==> src/rtl/adder_mon_pkg.sv <==
`default_nettype none
// ============================================================================
// Module      : adder_mon_pkg
// Description : Shared types and constants for the adder result monitor.
//               Holds the monitor state encoding, the upper bound on the
//               adder pipeline latency and the default widths used by the
//               top level.
// Revision    : 1.0 - initial release
// ============================================================================
package adder_mon_pkg;

    // Deepest adder pipeline the monitor can track.
    localparam int LATENCY_MAX     = 16;

    // Default configuration of the monitor.
    localparam int DEFAULT_WIDTH   = 8;
    localparam int DEFAULT_LATENCY = 1;
    localparam int DEFAULT_CNT_W   = 32;

    // Drain counter must reach LATENCY_MAX-1; one spare bit keeps the
    // increment from ever wrapping inside the legal range.
    localparam int DRAIN_CNT_W     = $clog2(LATENCY_MAX) + 1;

    typedef enum logic [1:0] {
        ST_IDLE  = 2'd0,
        ST_RUN   = 2'd1,
        ST_DRAIN = 2'd2,
        ST_DONE  = 2'd3
    } mon_state_t;

endpackage : adder_mon_pkg
`default_nettype wire

==> src/rtl/adder_mon_delay.sv <==
`default_nettype none
// ============================================================================
// Module      : adder_mon_delay
// Description : LATENCY-deep {valid, data} shift line. Every stage advances
//               on every rising clock edge; the reset clears only the valid
//               bits, the data bits are don't-care while invalid.
// Revision    : 1.0 - initial release
//
// Ports:
//   clk        in  1      clock, rising edge
//   rst_n      in  1      asynchronous active-low reset (clears valid bits)
//   in_valid   in  1      valid bit loaded into stage 0
//   in_data    in  WIDTH  data loaded into stage 0
//   out_valid  out 1      valid bit of the last stage
//   out_data   out WIDTH  data of the last stage
// ============================================================================
module adder_mon_delay
    import adder_mon_pkg::*;
#(
    parameter int WIDTH   = DEFAULT_WIDTH,
    parameter int LATENCY = DEFAULT_LATENCY
) (
    input  logic             clk,
    input  logic             rst_n,
    input  logic             in_valid,
    input  logic [WIDTH-1:0] in_data,
    output logic             out_valid,
    output logic [WIDTH-1:0] out_data
);

    logic [LATENCY-1:0]            r_valid;
    logic [LATENCY-1:0][WIDTH-1:0] r_data;

    generate
        if (LATENCY == 1) begin : g_single
            always_ff @(posedge clk or negedge rst_n) begin
                if (!rst_n) begin
                    r_valid <= '0;
                end else begin
                    r_valid <= in_valid;
                end
            end

            always_ff @(posedge clk) begin
                r_data <= in_data;
            end
        end else begin : g_multi
            // Stage 0 sits at bit 0; the oldest entry is at LATENCY-1.
            always_ff @(posedge clk or negedge rst_n) begin
                if (!rst_n) begin
                    r_valid <= '0;
                end else begin
                    r_valid <= {r_valid[LATENCY-2:0], in_valid};
                end
            end

            always_ff @(posedge clk) begin
                r_data <= {r_data[LATENCY-2:0], in_data};
            end
        end
    endgenerate

    assign out_valid = r_valid[LATENCY-1];
    assign out_data  = r_data[LATENCY-1];

endmodule : adder_mon_delay
`default_nettype wire

==> src/rtl/adder_monitor.sv <==
`default_nettype none
// ============================================================================
// Module      : adder_monitor
// Description : Result-side checker for the adder harness. Computes the
//               expected sum of each applied operand pair, delays it by the
//               adder latency, compares it with the adder result and keeps
//               pass/fail status plus statistic counters.
// Revision    : 1.0 - initial release
//
// Optional feature macro: ADDER_MON_FIRST_ERR_EN
//   defined   : first_*_o capture the first mismatch after reset and hold it
//   undefined : first_*_o are tied to zero, no capture registers exist
//
// Ports:
//   clk_i        in  1      clock, rising edge
//   reset_i      in  1      asynchronous active-low reset
//   valid_i      in  1      operands applied to the adder this cycle
//   a_i, b_i     in  WIDTH  operands as driven to the adder
//   res_i        in  WIDTH  adder result
//   done_i       in  1      stimulus exhausted (first high cycle counts)
//   checked_o    out CNT_W  number of results compared (wraps)
//   err_cnt_o    out CNT_W  number of mismatches (saturates)
//   busy_o       out 1      monitor in RUN or DRAIN
//   pass_o       out 1      sticky: finished with zero mismatches
//   fail_o       out 1      sticky: finished with at least one mismatch
//   first_idx_o  out CNT_W  checked_o value at the first mismatch
//   first_exp_o  out WIDTH  expected value at the first mismatch
//   first_got_o  out WIDTH  res_i at the first mismatch
// ============================================================================
module adder_monitor
    import adder_mon_pkg::*;
#(
    parameter int WIDTH   = DEFAULT_WIDTH,
    parameter int LATENCY = DEFAULT_LATENCY,   // legal range 1..LATENCY_MAX
    parameter int CNT_W   = DEFAULT_CNT_W
) (
    input  logic             clk_i,
    input  logic             reset_i,
    input  logic             valid_i,
    input  logic [WIDTH-1:0] a_i,
    input  logic [WIDTH-1:0] b_i,
    input  logic [WIDTH-1:0] res_i,
    input  logic             done_i,
    output logic [CNT_W-1:0] checked_o,
    output logic [CNT_W-1:0] err_cnt_o,
    output logic             busy_o,
    output logic             pass_o,
    output logic             fail_o,
    output logic [CNT_W-1:0] first_idx_o,
    output logic [WIDTH-1:0] first_exp_o,
    output logic [WIDTH-1:0] first_got_o
);

    localparam logic [CNT_W-1:0]       c_cnt_one   = CNT_W'(1);
    localparam logic [DRAIN_CNT_W-1:0] c_drain_one = DRAIN_CNT_W'(1);
    localparam logic [DRAIN_CNT_W-1:0] c_drain_last = DRAIN_CNT_W'(LATENCY - 1);

    mon_state_t             r_state;
    mon_state_t             w_next_state;
    logic [DRAIN_CNT_W-1:0] r_drain_cnt;

    logic                   w_accept;
    logic                   w_busy;
    logic [WIDTH-1:0]       w_sum;
    logic                   w_strobe;
    logic [WIDTH-1:0]       w_exp;
    logic                   w_mismatch;

    logic [CNT_W-1:0]       r_checked;
    logic [CNT_W-1:0]       r_err_cnt;
    logic                   r_pass;
    logic                   r_fail;

    // ------------------------------------------------------------------------
    // Expected value: the carry is dropped because the adder result is only
    // WIDTH bits wide.
    // ------------------------------------------------------------------------
    assign w_sum = a_i + b_i;

    adder_mon_delay #(
        .WIDTH   (WIDTH),
        .LATENCY (LATENCY)
    ) u_delay (
        .clk       (clk_i),
        .rst_n     (reset_i),
        .in_valid  (w_accept),
        .in_data   (w_sum),
        .out_valid (w_strobe),
        .out_data  (w_exp)
    );

    assign w_mismatch = w_strobe && (res_i != w_exp);

    // ------------------------------------------------------------------------
    // FSM: state register (with the drain cycle counter)
    // ------------------------------------------------------------------------
    always_ff @(posedge clk_i or negedge reset_i) begin
        if (!reset_i) begin
            r_state     <= ST_IDLE;
            r_drain_cnt <= '0;
        end else begin
            r_state <= w_next_state;
            // Counter is zero on entry to DRAIN and counts drain cycles.
            if (r_state == ST_DRAIN) begin
                r_drain_cnt <= r_drain_cnt + c_drain_one;
            end else begin
                r_drain_cnt <= '0;
            end
        end
    end

    // ------------------------------------------------------------------------
    // FSM: next-state logic
    // ------------------------------------------------------------------------
    always_comb begin
        w_next_state = r_state;
        case (r_state)
            ST_IDLE: begin
                // done with nothing applied still finishes (zero-check pass).
                if (done_i) begin
                    w_next_state = ST_DRAIN;
                end else if (valid_i) begin
                    w_next_state = ST_RUN;
                end
            end
            ST_RUN: begin
                if (done_i) begin
                    w_next_state = ST_DRAIN;
                end
            end
            ST_DRAIN: begin
                // LATENCY drain cycles flush the last operand to its compare.
                if (r_drain_cnt == c_drain_last) begin
                    w_next_state = ST_DONE;
                end
            end
            ST_DONE: begin
                w_next_state = ST_DONE;
            end
            default: begin
                w_next_state = ST_IDLE;
            end
        endcase
    end

    // ------------------------------------------------------------------------
    // FSM: outputs
    // ------------------------------------------------------------------------
    always_comb begin
        w_busy   = 1'b0;
        w_accept = 1'b0;
        case (r_state)
            ST_IDLE:  w_accept = valid_i;
            ST_RUN: begin
                w_busy   = 1'b1;
                w_accept = valid_i;
            end
            ST_DRAIN: w_busy   = 1'b1;
            default: begin
                w_busy   = 1'b0;
                w_accept = 1'b0;
            end
        endcase
    end

    // ------------------------------------------------------------------------
    // Statistic counters
    // ------------------------------------------------------------------------
    always_ff @(posedge clk_i or negedge reset_i) begin
        if (!reset_i) begin
            r_checked <= '0;
            r_err_cnt <= '0;
        end else begin
            if (w_strobe) begin
                r_checked <= r_checked + c_cnt_one;
            end
            if (w_mismatch && (r_err_cnt != {CNT_W{1'b1}})) begin
                r_err_cnt <= r_err_cnt + c_cnt_one;
            end
        end
    end

    // ------------------------------------------------------------------------
    // Verdict: taken on the first cycle spent in DONE, by which point the
    // last compare has already landed in r_err_cnt.
    // ------------------------------------------------------------------------
    always_ff @(posedge clk_i or negedge reset_i) begin
        if (!reset_i) begin
            r_pass <= 1'b0;
            r_fail <= 1'b0;
        end else if ((r_state == ST_DONE) && !r_pass && !r_fail) begin
            if (r_err_cnt == '0) begin
                r_pass <= 1'b1;
            end else begin
                r_fail <= 1'b1;
            end
        end
    end

    // ------------------------------------------------------------------------
    // First-mismatch capture
    // ------------------------------------------------------------------------
`ifdef ADDER_MON_FIRST_ERR_EN
    logic             r_first_seen;
    logic [CNT_W-1:0] r_first_idx;
    logic [WIDTH-1:0] r_first_exp;
    logic [WIDTH-1:0] r_first_got;

    always_ff @(posedge clk_i or negedge reset_i) begin
        if (!reset_i) begin
            r_first_seen <= 1'b0;
            r_first_idx  <= '0;
            r_first_exp  <= '0;
            r_first_got  <= '0;
        end else if (w_mismatch && !r_first_seen) begin
            r_first_seen <= 1'b1;
            r_first_idx  <= r_checked;   // count before this compare
            r_first_exp  <= w_exp;
            r_first_got  <= res_i;
        end
    end

    assign first_idx_o = r_first_idx;
    assign first_exp_o = r_first_exp;
    assign first_got_o = r_first_got;
`else
    assign first_idx_o = '0;
    assign first_exp_o = '0;
    assign first_got_o = '0;
`endif

    assign checked_o = r_checked;
    assign err_cnt_o = r_err_cnt;
    assign busy_o    = w_busy;
    assign pass_o    = r_pass;
    assign fail_o    = r_fail;

endmodule : adder_monitor
`default_nettype wire

==> config.mk <==
export PLATFORM = sky130hd
export DESIGN_NAME = adder_monitor
export DESIGN_NICKNAME = d
export VERILOG_FILES = /design/src/rtl/adder_mon_pkg.sv /design/src/rtl/adder_mon_delay.sv /design/src/rtl/adder_monitor.sv
export SDC_FILE = /design/constraint.sdc
export NUM_CORES = 1
export LEC_CHECK = 0
export BUFFER_PORTS_ARGS = -buffer_cell sky130_fd_sc_hd__buf_2
export CELL_PAD_IN_SITES_DETAIL_PLACEMENT = 1
export CELL_PAD_IN_SITES_GLOBAL_PLACEMENT = 1
export CORE_MARGIN = 8
export CORE_UTILIZATION = 35
export DETAILED_ROUTE_END_ITERATION = 7
export PLACE_DENSITY_LB_ADDON = 0.1
export SLEW_MARGIN = 20
export SYNTH_ARGS = -nofsm -noshare
export SYNTH_HDL_FRONTEND = slang
export SYNTH_SLANG_ARGS = --single-unit
==> constraint.sdc <==
create_clock -name clk_i -period 4.94 [get_ports clk_i]
set_input_delay 0.494 -clock clk_i [delete_from_list [all_inputs] [get_ports clk_i]]
set_output_delay 0.494 -clock clk_i [all_outputs]
set_load 0.02 [all_outputs]
==> flow_summary.json, run 1 <==
{
  "synth.most_common_cell": "dfrtp_1",
  "routedWlPerCell_microns": 15.7,
  "grt_usage": 0.139,
  "critPathLaunchType": "flop",
  "grt_max_degree": 52,
  "seq_power_share": 0.475,
  "maxSlewViolCount": 0,
  "max-cap-violations": 0,
  "synth_area_leader_cell": "dfrtp_1",
  "fin_tns_setup_ps": 0,
  "cts_root_buf": "clkbuf_16",
  "grt_pass1_vias": 3659,
  "post_cts_resized": 0,
  "synth_edf_count": 0,
  "synth_area_sq_mm": 0.00443,
  "cp-end-kind": "flop",
  "finalWirelength_microns": 11100,
  "drc": 0,
  "diodes": 0,
  "synth_area_leaders": "dfrtp_1, xnor2_1, buf_4",
  "postRouteAntennaNets": 0,
  "hold_class": "input port to async pin",
  "synth_top_area_share": 0.418,
  "initial_core_util": 0.354,
  "fin_crit_ps": 2420,
  "via_count": 3336,
  "syn2layout_area_growth_pct": 17.4,
  "pwr-share-clk": 0.446,
  "placed_cells": 691,
  "dp.final_hpwl_microns": 8630,
  "syn_area_per_cell_sq_um": 10.3,
  "switching_share": 0.239,
  "slowest_delay_ps": 550,
  "path_max_fanout": 12,
  "die_x_microns": 129,
  "drt_iter0_drc": 107,
  "numCtsBuffers": 9,
  "synth-async-reset-ratio": 0.902,
  "core_area_sq_mm": 0.0125,
  "critPathKind": "flop to flop",
  "dieArea_sq_mm": 0.0165,
  "ys_top_cells_by_count": "dfrtp_1, xnor2_1, buf_4",
  "vias_per_cell": 4.72,
  "synth-seq-area-share": 0.454,
  "drt_first_pass_iters": 4,
  "ctsHoldBuffers": 0,
  "clock_tree.htree_level_count": 3,
  "post-cts-setup-buffers": 0,
  "cts_sinks": 82,
  "hold_viol": 0,
  "r2r_setup_slack_ps": 2520,
  "setup_viol": 0,
  "synth_cell_types": 48,
  "vdd_drop_max_mv": 0.151,
  "drive_above_1_share": 0.222,
  "path_cells": "ha_1 -> nand3_1 -> or3_1 -> a21oi_2 -> nand4_1 -> mux2_2",
  "layout.cells.non_filler": 707,
  "fin_nets": 575,
  "row_count": 41,
  "cts.path.max_buffers": 2,
  "grt_pass1_wl_microns": 18300,
  "fin_skew_ps": 5.81,
  "p_leak_nw": 2.64,
  "intPower_mw": 1.11,
  "comb_power_share": 0.079,
  "p_per_area_mw_per_mm2": 281,
  "max_freq_mhz": 414,
  "die_y_microns": 129,
  "port_buffers": 94,
  "rsz0062_at_grt": "no",
  "switching_power_mw": 0.349,
  "fin_crit_sh": 0.489,
  "worstPathRequired_ps": 5160,
  "synth_ff_type": "dfrtp_1",
  "relSlewSlack": 0.245,
  "hold_slack_ps": 148,
  "overflow": 0,
  "clk_latency_ps": 330,
  "crit_slowest_cell": "a21oi_2",
  "status": "complete, no violations",
  "worst_slew_pin_slew_ps": 1130,
  "syn_inst": 429,
  "clk_pin_slew_ps": 60,
  "io_pins": 143,
  "ys_warn_count": 0,
  "cts_tree": "yes",
  "crit_arrival_ps": 2640,
  "globalplace.congestion": 0.735,
  "antenna_found_initial": 0,
  "ys_seq_elements": 82
}
[power by group through the flow]
stage / registers (mW) / clock network [mW] / logic, mW
6_report: 0.693 / 0.651 / 0.116
5_1_grt: 0.694 / 0.699 / 0.131
4_1_cts: 0.693 / 0.678 / 0.118
3_5_place_dp: 0.706 / 0 / 0.117
3_3_place_gp: 0.706 / 0 / 0.115
2_1_floorplan: 0.708 / 0 / 0.104
[critical path, delay by kind of cell (launching register included)]
kind,cells,cell delay [ps]
compound gates,1,550
fa+ha+maj,1,310
flops,1,470
mux,1,300
simple gates,3,680
[area by class of cell]
cell class,count,area (sq um)
sequential,82,2010
clock buffer,11,233
timing repair buffer,95,478
tap,172,215
inverter,16,60.1
clock inverter,5,55.1
fill,1490,7320
multi-input combinational,326,2150
[sequential cells by signal, summed over array words and instances (netlist names)]
| register | count |
|---|---|
| checked_o | 32 |
| err_cnt_o | 32 |
| u_delay.out_data | 8 |
| r_drain_cnt | 5 |
| r_state | 2 |
| fail_o | 1 |
| pass_o | 1 |
| u_delay.out_valid | 1 |
[cells in the final DEF, fill, tap and decap left out, types with 9 or more instances in the layout]
| master | n |
|---|---|
| and3_1 | 20 |
| buf_2 | 94 |
| clkbuf_16 | 9 |
| conb_1 | 48 |
| dfrtp_1 | 74 |
| ha_1 | 16 |
| inv_1 | 16 |
| nand2_1 | 23 |
| nand3_1 | 30 |
| nand4_1 | 31 |
| nor2_1 | 17 |
| xnor2_1 | 60 |
| xor2_1 | 17 |
[kinds of logic after synthesis]
kind of cell | Yosys count | synth area share
XOR/XNOR | 77 | 0.152
buffers and inverters | 68 | 0.101
other | 1 | 0.000846
AND/OR/NAND/NOR | 160 | 0.203
AO/OA/AOI/OAI | 21 | 0.0313
flip-flops | 82 | 0.454
adder cells (fa/ha/maj) | 17 | 0.0497
multiplexers | 3 | 0.00762
[worst paths after layout]
path / start / to / cells after the start
worst max-delay path: err_cnt_o[0] / err_cnt_o[14] / 6
worst min-delay path: reset_i / checked_o[19] / 1
worst max register to register: err_cnt_o[0] / err_cnt_o[14] / 6
worst min register to register: checked_o[31] / checked_o[31] / 1
max in group asynchronous: reset_i / err_cnt_o[10] / 2
min in group clk_i: b_i[0] / u_delay.out_data[0] / 2
[per-stage QoR]
step | area (sq um) | power (mW) | setup slack, ps | util
2_1_floorplan | 4610 | 0.812 | 3050 | -
3_3_place_gp | 4910 | 0.821 | 2580 | 0.393
3_5_place_dp | 4910 | 0.823 | 2530 | 0.393
4_1_cts | 5200 | 1.49 | 2520 | 0.416
5_1_grt | 5200 | 1.52 | 2380 | 0.416
6_report | 5200 | 1.46 | 2520 | 0.416
[layer usage]
metal	track usage	up-vias	routed length (microns)
met1	0.160	1649	4720
met4	0.0525	0	186
met5	0	-	0
met2	0.240	93	5500
met3	0.0401	12	703
li1	-	1582	-
Power figures use the tool's default switching activity.
==> run 2, diff against run 1 <==
clock period = 2.1 ns   (was 4.94 ns; I/O delays follow)
==> run 2 against run 1 <==
Against the previous run:
- fmax rose by 25%
- critical path depth rose by 1
- via count rose by 1.6%
- utilization rose by 0.93 points
- first-iteration DRC count fell by 12%
- clock skew rose by 2.6 ps
- sequential share of layout area fell by 0.85 points
- clock-buffer cell count rose by 1
- sequential power rose by 140%
- clock power rose by 150%
- final area rose by 2.2%
- largest cell class unchanged
==> flow_summary.json, run 2 (synthesis results as in run 1) <==
{
  "p_leak_nw": 2.71,
  "postLayoutCellArea_sq_mm": 0.00532,
  "max_freq_mhz": 516,
  "antenna_found_initial": 0,
  "dp.final_hpwl_microns": 8660,
  "vias_per_cell": 4.72,
  "grt_max_degree": 75,
  "drt_iter0_drc": 94,
  "dieArea_sq_mm": 0.0165,
  "fin_crit_sh": 0.923,
  "fin_crit_ps": 1940,
  "syn2layout_area_growth_pct": 20.0,
  "max-cap-violations": 0,
  "clk_latency_ps": 340,
  "status": "complete, no violations",
  "diodes": 0,
  "fin_tns_setup_ps": 0,
  "die_y_microns": 129,
  "post_cts_resized": 0,
  "utilization": 0.425,
  "drt_first_pass_iters": 4,
  "grt_usage": 0.141,
  "worstPathRequired_ps": 2330,
  "routedWlPerCell_microns": 15.8,
  "maxSlewViolCount": 0,
  "use_met3": 0.0422,
  "drive_above_1_share": 0.238,
  "vdd_drop_max_mv": 0.384,
  "critPathLaunchType": "flop",
  "place_area_sq_mm": 0.00500,
  "clock_tree.htree_level_count": 3,
  "met2_usage": 0.236,
  "cts_root_buf": "clkbuf_16",
  "cp-end-kind": "flop",
  "row_count": 41,
  "core_area_sq_mm": 0.0125,
  "p_per_area_mw_per_mm2": 665,
  "fin_nets": 586,
  "setup_viol": 0,
  "io_pins": 143,
  "grt_pass1_vias": 3618,
  "overflow": 0,
  "layout_common_cells": "buf_2, dfrtp_1, xnor2_1, conb_1, nand4_1",
  "via_count": 3389,
  "critPathKind": "flop to flop",
  "rsz0062_at_grt": "no",
  "hold_slack_ps": 79.7,
  "port_buffers": 94,
  "globalplace.congestion": 0.812,
  "met1_usage": 0.171,
  "finalWirelength_microns": 11300,
  "final_common_cell": "buf_2",
  "numCtsBuffers": 9,
  "postRouteAntennaNets": 0,
  "hold_viol": 0,
  "worst_slew_pin_slew_ps": 522,
  "grt_pass1_wl_microns": 18400,
  "fin_skew_ps": 8.40,
  "crit_arrival_ps": 2160,
  "drc": 0,
  "cts.path.max_buffers": 2,
  "relSlewSlack": 0.652,
  "cts_sinks": 82,
  "cts_tree": "yes",
  "power_mw": 3.54,
  "initial_core_util": 0.354,
  "clk_pin_slew_ps": 60,
  "hold_class": "input port to flop",
  "grt_busiest_layer": "met2",
  "die_x_microns": 129,
  "path_max_fanout": 7
}
[run 2: cell count changes in the layout (fill, tap and decap cells not counted), sizes merged]
cell and delta:
clkbuf +1, clkinv -1, buf +10, dlygate4sd3 +1
[run 2: worst max-delay path: stages (launching register included)]
cell     delay (ps)
dfrtp_1         450
ha_1            270
nand3_1         110
or3_1           330
a21oi_2         190
buf_4           180
nand4_1         120
xnor2_1         150
[run 2: what timing repair did]
item	4_1_cts	5_1_grt
hold endpoints to repair	74	0
hold buffers	1	0
buffers inserted	0	0
[run 2: final timing paths]
check | slack (ps) | end | start | depth (start not counted)
max in group asynchronous | 1340 | err_cnt_o[0] | reset_i | 3
worst max register to register | 160 | err_cnt_o[22] | err_cnt_o[0] | 7
min in group asynchronous | 430 | checked_o[20] | reset_i | 3
worst max-delay path | 160 | err_cnt_o[22] | err_cnt_o[0] | 7
worst min-delay path | 80 | u_delay.out_data[0] | b_i[0] | 2
worst min register to register | 470 | checked_o[31] | checked_o[31] | 1
[run 2: report_power, final]
| group | total, mW | internal (mW) | switching [mW] |
|---|---|---|---|
| clock network | 1.62 | 0.984 | 0.637 |
| registers | 1.63 | 1.61 | 0.0171 |
| logic | 0.287 | 0.0926 | 0.194 |
| total | 3.54 | 2.69 | 0.848 |
[run 2: per-stage QoR]
stage	std cells	setup WS, ps
floorplan	476	232
global placement	701	263
detailed placement	701	196
CTS	718	168
global route	718	49.1
finish	718	163
[run 2: metal layers]
| metal | share of wire | wire length, microns | up-vias |
|---|---|---|---|
| li1 | - | - | 1611 |
| met1 | 0.45 | 5060 | 1668 |
| met2 | 0.49 | 5510 | 101 |
| met3 | 0.057 | 649 | 9 |
| met4 | 0.012 | 133 | 0 |
| met5 | 0 | 0 | - |
[run 2: layout make-up]
| type | count | area [sq um] |
|---|---|---|
| Sequential cell | 82 | 2010 |
| Clock buffer | 12 | 256 |
| Inverter | 16 | 60.1 |
| Tap cell | 172 | 215 |
| Fill cell | 1511 | 7200 |
| Timing Repair Buffer | 106 | 576 |
| Clock inverter | 4 | 50.0 |
| Multi-Input combinational cell | 326 | 2150 |
==> run 3, diff against run 2 <==
CELL_PAD_IN_SITES_GLOBAL_PLACEMENT = 2   (was 1)
CORE_UTILIZATION = 31   (was 35)
clock period = 2.2 ns   (was 2.1 ns; I/O delays follow)
==> run 3 against run 2 <==
Against the previous run:
- clock-buffer cell count rose by 2
- total power fell by 3.8%
- critical path depth did not move
- routed wire length rose by 4.1%
- fmax rose by 0.42%
- non-clock buffer count rose by 3
- flip-flop and latch count did not move
- worst setup slack improved by 110 ps
- register-to-register slack improved by 110 ps
==> flow_summary.json, run 3 (synthesis results as in run 1) <==
{
  "postRouteAntennaNets": 0,
  "grt_pass1_vias": 3678,
  "drc": 0,
  "finalWirelength_microns": 11800,
  "power_mw": 3.40,
  "cp-end-kind": "flop",
  "max_freq_mhz": 518,
  "status": "complete, no violations",
  "antenna_found_initial": 0,
  "vias_per_cell": 4.65,
  "seq_power_share": 0.457,
  "row_count": 43,
  "overflow": 0,
  "path_max_fanout": 7,
  "vdd_drop_max_mv": 0.352,
  "diodes": 0,
  "clock_tree.htree_level_count": 3,
  "worstPathRequired_ps": 2420,
  "intPower_mw": 2.60,
  "port_buffers": 94,
  "grt_usage": 0.132,
  "grt_pass1_wl_microns": 19200,
  "switching_share": 0.236,
  "layout_common_cells": "buf_2, dfrtp_1, xnor2_1, conb_1, nand4_1",
  "pwr-share-clk": 0.462,
  "hold_viol": 0,
  "final_common_cell": "buf_2",
  "post_cts_resized": 0,
  "core_area_sq_mm": 0.0139,
  "p_leak_nw": 2.74,
  "setup_viol": 0,
  "die_y_microns": 136,
  "critPathLaunchType": "flop",
  "comb_power_share": 0.081,
  "critPathKind": "flop to flop",
  "cts_sinks": 82,
  "crit-reg2reg-launch": "err_cnt_o[0]",
  "holdPathStages": 2,
  "die_x_microns": 136,
  "routedWlPerCell_microns": 16.2,
  "r2r_setup_slack_ps": 270,
  "p_per_area_mw_per_mm2": 636,
  "dp.final_hpwl_microns": 9200,
  "globalplace.congestion": 0.737,
  "ctsHoldBuffers": 1,
  "min_from": "b_i[0]",
  "dieArea_sq_mm": 0.0184,
  "r2r-end": "err_cnt_o[24]",
  "cts_root_buf": "clkbuf_16",
  "worst_slew_pin_slew_ps": 592,
  "drt_first_pass_iters": 4,
  "syn2layout_area_growth_pct": 20.8,
  "fin_crit_ps": 1930,
  "drt_iter0_drc": 139,
  "numCtsBuffers": 9,
  "fin_crit_sh": 0.877,
  "fin_nets": 589,
  "hold_class": "input port to flop",
  "maxSlewViolCount": 0,
  "fin_tns_setup_ps": 0,
  "ff2ff_path_depth": 7,
  "drive_above_1_share": 0.240,
  "io_pins": 143,
  "cts.path.max_buffers": 2,
  "clk_latency_ps": 340,
  "rsz0062_at_grt": "no",
  "max-cap-violations": 0,
  "via_count": 3393,
  "fillers": 1630,
  "switching_power_mw": 0.804,
  "initial_core_util": 0.318,
  "relSlewSlack": 0.605,
  "multi_input_comb_area_sq_mm": 0.00215,
  "crit_arrival_ps": 2150,
  "holdPathEnd": "u_delay.out_data[0]",
  "ff_latch_area_sq_mm": 0.00201,
  "cts_tree": "yes",
  "post-cts-setup-buffers": 0,
  "grt_max_degree": 42,
  "clk_pin_slew_ps": 60,
  "fin_skew_ps": 5.06
}
run 3: area by class of cell:
cell class | instances | area share
Multi-Input combinational cell | 326 | 0.401
Sequential cell | 82 | 0.376
Timing Repair Buffer | 109 | 0.112
Clock buffer | 14 | 0.0512
Tap cell | 180 | 0.0421
Inverter | 16 | 0.0112
Clock inverter | 2 | 0.00655
run 3: worst max path at each step:
stage	startpoint	endpoint	slack, ps
6_report	err_cnt_o[0]	err_cnt_o[24]	270
5_1_grt	err_cnt_o[0]	err_cnt_o[22]	160
4_1_cts	err_cnt_o[0]	err_cnt_o[24]	260
3_5_place_dp	err_cnt_o[0]	err_cnt_o[24]	290
3_3_place_gp	err_cnt_o[1]	err_cnt_o[24]	330
2_1_floorplan	err_cnt_o[0]	err_cnt_o[10]	330
run 3: routing by layer:
layer | part of all wire | GRT usage | vias up
met1 | 0.46 | 0.171 | 1662
met3 | 0.059 | 0.0338 | 14
met2 | 0.46 | 0.202 | 99
met5 | 0 | 0 | -
li1 | - | - | 1618
met4 | 0.018 | 0.0580 | 0
run 3: power by group through the flow:
| stage | combinational, mW | clock, mW | sequential (mW) |
|---|---|---|---|
| after floorplan | 0.234 | 0 | 1.59 |
| after global placement | 0.273 | 0 | 1.58 |
| after detailed placement | 0.277 | 0 | 1.58 |
| after CTS | 0.280 | 1.62 | 1.56 |
| after global routing | 0.311 | 1.69 | 1.56 |
| final | 0.276 | 1.57 | 1.56 |
run 3: critical path, cell delays in order (launching register included):
cell and delay (ps):
dfrtp_1 450, ha_1 280, nand3_1 120, or3_1 340, a21oi_2 180, buf_4 170
nand4_1 110, xnor2_1 160
run 3: per-stage QoR:
step                      cell area [sq um]  instances  hold WS, ps  worst slack, ps  utilization
after floorplan                        4610        476        -75.6              332            -
after global placement                 5030        712          153              332        0.361
after detailed placement               5030        712          154              289        0.361
after CTS                              5350        729         83.2              264        0.384
after global routing                   5350        729         87.8              162        0.384
final                                  5350        729         90.1              271        0.384
